$ cat config.mk
export PLATFORM = sky130hd
export DESIGN_NAME = ud_bounded_counter
export DESIGN_NICKNAME = d
export VERILOG_FILES = /design/src/rtl/ud_bounded_counter.sv
export SDC_FILE = /design/constraint.sdc
export NUM_CORES = 1
export LEC_CHECK = 0
export CAP_MARGIN = 20
export CORE_MARGIN = 2
export CORE_UTILIZATION = 30
export CTS_BUF_LIST = sky130_fd_sc_hd__clkbuf_2 sky130_fd_sc_hd__clkbuf_4 sky130_fd_sc_hd__clkbuf_8
export DETAILED_ROUTE_END_ITERATION = 12
export DONT_BUFFER_PORTS = 1
export PLACE_DENSITY_LB_ADDON = 0.15
export SKIP_LAST_GASP = 1
export SLEW_MARGIN = 20
export SYNTH_ARGS = -nofsm -noshare
export SYNTH_HDL_FRONTEND = slang
export SYNTH_SLANG_ARGS = --single-unit
$ cat constraint.sdc
create_clock -name clk -period 10.6 [get_ports clk]
set_input_delay 2.12 -clock clk [delete_from_list [all_inputs] [get_ports clk]]
set_output_delay 2.12 -clock clk [all_outputs]
set_load 0.01 [all_outputs]
$ cat src/rtl/ud_bounded_counter.sv
`default_nettype none
// +----------------------------------------------------------------------------+
// | ud_bounded_counter: up/down counter with preset, load, step and min/max    |
// | bounds that either wrap or clamp.            Revision: 1.0                 |
// +----------------------------------------------------------------------------+
module ud_bounded_counter #(
    parameter int                     NUM_CNT_BITS = 21,
    parameter logic [NUM_CNT_BITS-1:0] RESET_VAL   = '0,
    parameter bit                     SATURATE     = 1'b0
) (
    input  logic                    clk,
    input  logic                    n_rst,
    input  logic                    clear,
    input  logic                    load_en,
    input  logic [NUM_CNT_BITS-1:0] load_val,
    input  logic                    up_en,
    input  logic                    down_en,
    input  logic [NUM_CNT_BITS-1:0] step,
    input  logic [NUM_CNT_BITS-1:0] min_val,
    input  logic [NUM_CNT_BITS-1:0] max_val,
    output logic [NUM_CNT_BITS-1:0] count_out,
    output logic                    at_max,
    output logic                    at_min,
    output logic                    wrap_pulse,
    output logic                    cfg_err
);

    logic [NUM_CNT_BITS-1:0] count_q;
    logic [NUM_CNT_BITS-1:0] count_d;
    logic                    wrap_q;
    logic                    wrap_d;

    // One extra bit keeps the carry of the sum and the borrow of the difference.
    logic [NUM_CNT_BITS:0]   w_sum;
    logic [NUM_CNT_BITS:0]   w_diff;
    logic [NUM_CNT_BITS-1:0] w_load_clamped;
    logic                    w_below;
    logic                    w_above;
    logic                    w_count_op;

    assign w_sum      = {1'b0, count_q} + {1'b0, step};
    assign w_diff     = {1'b0, count_q} - {1'b0, step};
    assign w_below    = (count_q < min_val);
    assign w_above    = (count_q > max_val);
    assign w_count_op = (up_en ^ down_en) && (step != '0);

    assign w_load_clamped = (load_val < min_val) ? min_val :
                            (load_val > max_val) ? max_val : load_val;

    assign cfg_err = (min_val > max_val);

    always_comb begin
        count_d = count_q;
        wrap_d  = 1'b0;
        if (clear) begin
            count_d = RESET_VAL;
        end else if (!cfg_err) begin
            if (load_en) begin
                count_d = w_load_clamped;
            end else if (w_count_op) begin
                // An out-of-range count is first pulled to the nearest bound, silently.
                if (w_below) begin
                    count_d = min_val;
                end else if (w_above) begin
                    count_d = max_val;
                end else if (up_en) begin
                    if (w_sum <= {1'b0, max_val}) begin
                        count_d = w_sum[NUM_CNT_BITS-1:0];
                    end else begin
                        count_d = SATURATE ? max_val : min_val;
                        wrap_d  = 1'b1;
                    end
                end else begin
                    if (!w_diff[NUM_CNT_BITS] && (w_diff[NUM_CNT_BITS-1:0] >= min_val)) begin
                        count_d = w_diff[NUM_CNT_BITS-1:0];
                    end else begin
                        count_d = SATURATE ? min_val : max_val;
                        wrap_d  = 1'b1;
                    end
                end
            end
        end
    end

    always_ff @(posedge clk or negedge n_rst) begin
        if (!n_rst) begin
            count_q <= RESET_VAL;
            wrap_q  <= 1'b0;
        end else begin
            count_q <= count_d;
            wrap_q  <= wrap_d;
        end
    end

    assign count_out  = count_q;
    assign wrap_pulse = wrap_q;
    assign at_max     = (count_q == max_val);
    assign at_min     = (count_q == min_val);

endmodule
`default_nettype wire
==> impl_metrics.env <==
export IMPL_crit_arrival_ps=7360
export IMPL_antenna_found_initial=1
export IMPL_avgSynthCellArea_um2=7.59
export IMPL_status="finished, final reports clean"
export IMPL_cp_required_ps=10760
export IMPL_syn_cell_area_um2=7870
export IMPL_fin_crit_ps=7200
export IMPL_finalCritPeriodShare=0.679
export IMPL_r2r_slack_ps=4520
export IMPL_synth_nets=1317
export IMPL_cts_sinks=22
export IMPL_dieArea_um2=27500
export IMPL_viasPerCell=5.93
export IMPL_rsz0062_at_grt="false"
export IMPL_nFillCells=2753
export IMPL_tightest_slew_ps=906
export IMPL_hold_violations=0
export IMPL_synthArstFlopShare=1.00
export IMPL_synth_area_leaders="ha_1, dfrtp_1, a21oi_1, inv_1, o21ai_0"
export IMPL_netlist_instances=1037
export IMPL_hold_end="count_out[8]$_DFFE_PN0P_"
export IMPL_fmax_ghz=0.139
export IMPL_cap_viol_max_count=0
export IMPL_critical_path_class="in2reg"
export IMPL_grt_max_degree=33
export IMPL_cts_resized=0
export IMPL_hold_depth=2
export IMPL_r2r_start="count_out[0]$_DFFE_PN0P_"
export IMPL_yosysTopAreaCell="ha_1"
export IMPL_h_tree_depth=1
export IMPL_vias=8001
export IMPL_gr_total_overflow=0
export IMPL_synth_cell_type_count=84
export IMPL_slowest_delay_ps=440
export IMPL_cts_hold_buf=0
export IMPL_antenna_cells=0
export IMPL_final_cell_mix="ha_1, a21oi_1, inv_1"
export IMPL_grt_usage=0.230
export IMPL_synth_edf_count=0
export IMPL_io_pins=115
export IMPL_holdWs_ps=747
export IMPL_postRouteAntennaNets=0
export IMPL_crit_fanout=18
export IMPL_synth_main_ff_cell="dfrtp_1"
export IMPL_drv_slew=0
export IMPL_synth_top_area_frac=0.299
export IMPL_fin_skew_ps=8.40
export IMPL_place_inst=1346
export IMPL_path_delay_family="compound AO/OA/AOI/OAI gates"
export IMPL_clock_latency_ps=280
export IMPL_hp_start="count_out[8]$_DFFE_PN0P_"
export IMPL_crit_top_cell="a211oi_1"
export IMPL_die_w_um=166
export IMPL_crit_cells=21
export IMPL_gp_congestion=0.894
export IMPL_first_iter_violations=774
export IMPL_reg2regPathDepth=22
export IMPL_relSlewSlack=0.396
export IMPL_end_kind="register"
export IMPL_setup_viol_count_final=0
export IMPL_fin_nets=1296
export IMPL_final_setup_tns_ps=0
export IMPL_syn_to_final_growth_pct=4.90
export IMPL_start_kind="primary input"
export IMPL_num_rows=59
export IMPL_regArea_um2=551
export IMPL_ir_drop_uv=35.2
export IMPL_crit_slowest_cell="and2_1"
export IMPL_final_common_cell="ha_1"
export IMPL_ys_warnings_count=0
export IMPL_routed_wl_mm=32.8
export IMPL_cts_tree="yes"
export IMPL_grt_pass1_vias=7729
export IMPL_root_buffer="clkbuf_8"
export IMPL_r2r_end="count_out[17]$_DFFE_PN0P_"
export IMPL_layout_cells_non_filler=1349
export IMPL_initial_utilization=0.304
export IMPL_crit_chain="ha_1, inv_1, fa_1, a211oi_1, o211ai_1, a32oi_1, o31ai_1, a21o_1, a21oi_1, o41ai_1, or2_2, ha_1, nand2_1, o21ai_0, a211oi_1, a211oi_1, or2_2, o211ai_2, and2_1, a311oi_1, o22ai_1"
export IMPL_drc_errors=0
export IMPL_drt_pre_antenna_iters=6
export IMPL_drive_above_1_share=0.0404
export IMPL_clk_pin_slew_worst_paths_ps=90
export IMPL_critical_path_buf_inv_count=1
export IMPL_core_area_um2=25900
export IMPL_fp_dieH_um=166
export IMPL_cts_setup_buffers=0
export IMPL_dp_hpwl_mm=28.2
export IMPL_seq_area_frac_synth=0.0700
export IMPL_hp_class="reg2reg"
export IMPL_multiInputGateArea_um2=6830
export IMPL_pre_cts_ws_ps=3220
export IMPL_port_buffers=0
export IMPL_cts_made_buffers=3
export IMPL_wl_per_cell_um=24.3
export IMPL_clk_path_buf_depth=2
export IMPL_p_per_area_nw_per_um2=116
export IMPL_setup_slack_ps=3400
export IMPL_p_leak_nw=3.85
export IMPL_grt_pass1_wl_mm=49.1
export IMPL_ys_ff_latch=22
-- stage by stage --
step / total power [W] / instance area (um2) / utilization
2_1_floorplan: 0.000679 / 7870 / -
3_3_place_gp: 0.000890 / 8210 / 0.317
3_5_place_dp: 0.000885 / 8210 / 0.317
4_1_cts: 0.000947 / 8250 / 0.319
5_1_grt: 0.00105 / 8250 / 0.319
6_report: 0.000958 / 8250 / 0.319
-- layer usage --
metal | wire length (um) | global-route usage
met1 | 16100 | 0.345
met2 | 14200 | 0.363
met3 | 2140 | 0.0234
met4 | 335 | 0.0314
met5 | 0 | 0
-- flip-flops by register name, summed over array words and instances, names as in the netlist --
name and count:
wrap_pulse 1, count_out 21
-- worst register-to-register path: cells and delay by family (launching register included) --
kind	cells	cell delay, ps
compound gates	13	3290
fa+ha+maj	3	910
buf+inv	2	240
flops	1	500
simple gates	4	1030
-- area by class of cell --
class                           instances  area share
Clock buffer                            3     0.00500
Inverter                               97      0.0441
Multi-Input combinational cell        886       0.828
Sequential cell                        22      0.0667
Timing Repair Buffer                    6     0.00546
Tap cell                              335      0.0508
-- power by group --
group	total (W)	leakage [nW]	switching [W]	internal, W
logic	0.000760	3.54	0.000471	0.000289
clock network	0.0000571	0.0216	0.0000315	0.0000255
registers	0.000141	0.292	0.0000456	0.0000951
-- worst max path at each step --
stage,startpoint,to
floorplan,step[0],count_out[11]$_DFFE_PN0P_
global placement,step[0],count_out[11]$_DFFE_PN0P_
detailed placement,step[0],count_out[17]$_DFFE_PN0P_
CTS,step[0],count_out[11]$_DFFE_PN0P_
global route,step[5],count_out[17]$_DFFE_PN0P_
finish,step[0],count_out[17]$_DFFE_PN0P_
-- cells by family after synthesis --
kind of cell / Yosys count / synth area share
buffers and inverters: 129 / 0.0642
AO/OA/AOI/OAI: 355 / 0.305
XOR/XNOR: 36 / 0.0401
adder cells (fa/ha/maj): 190 / 0.304
AND/OR/NAND/NOR: 279 / 0.183
multiplexers: 26 / 0.0339
flip-flops: 22 / 0.0700
-- Yosys cell counts (all sizes together), types with 17 or more instances --
cell	number
inv	95
ha	188
a211oi	22
dfrtp	22
a21o	22
mux2i	21
nand3	28
nand2	56
nor2	78
clkbuf	17
nor3	21
nand4	25
o21ai	67
xnor2	28
a21oi	105
Power figures use the tool's default switching activity.
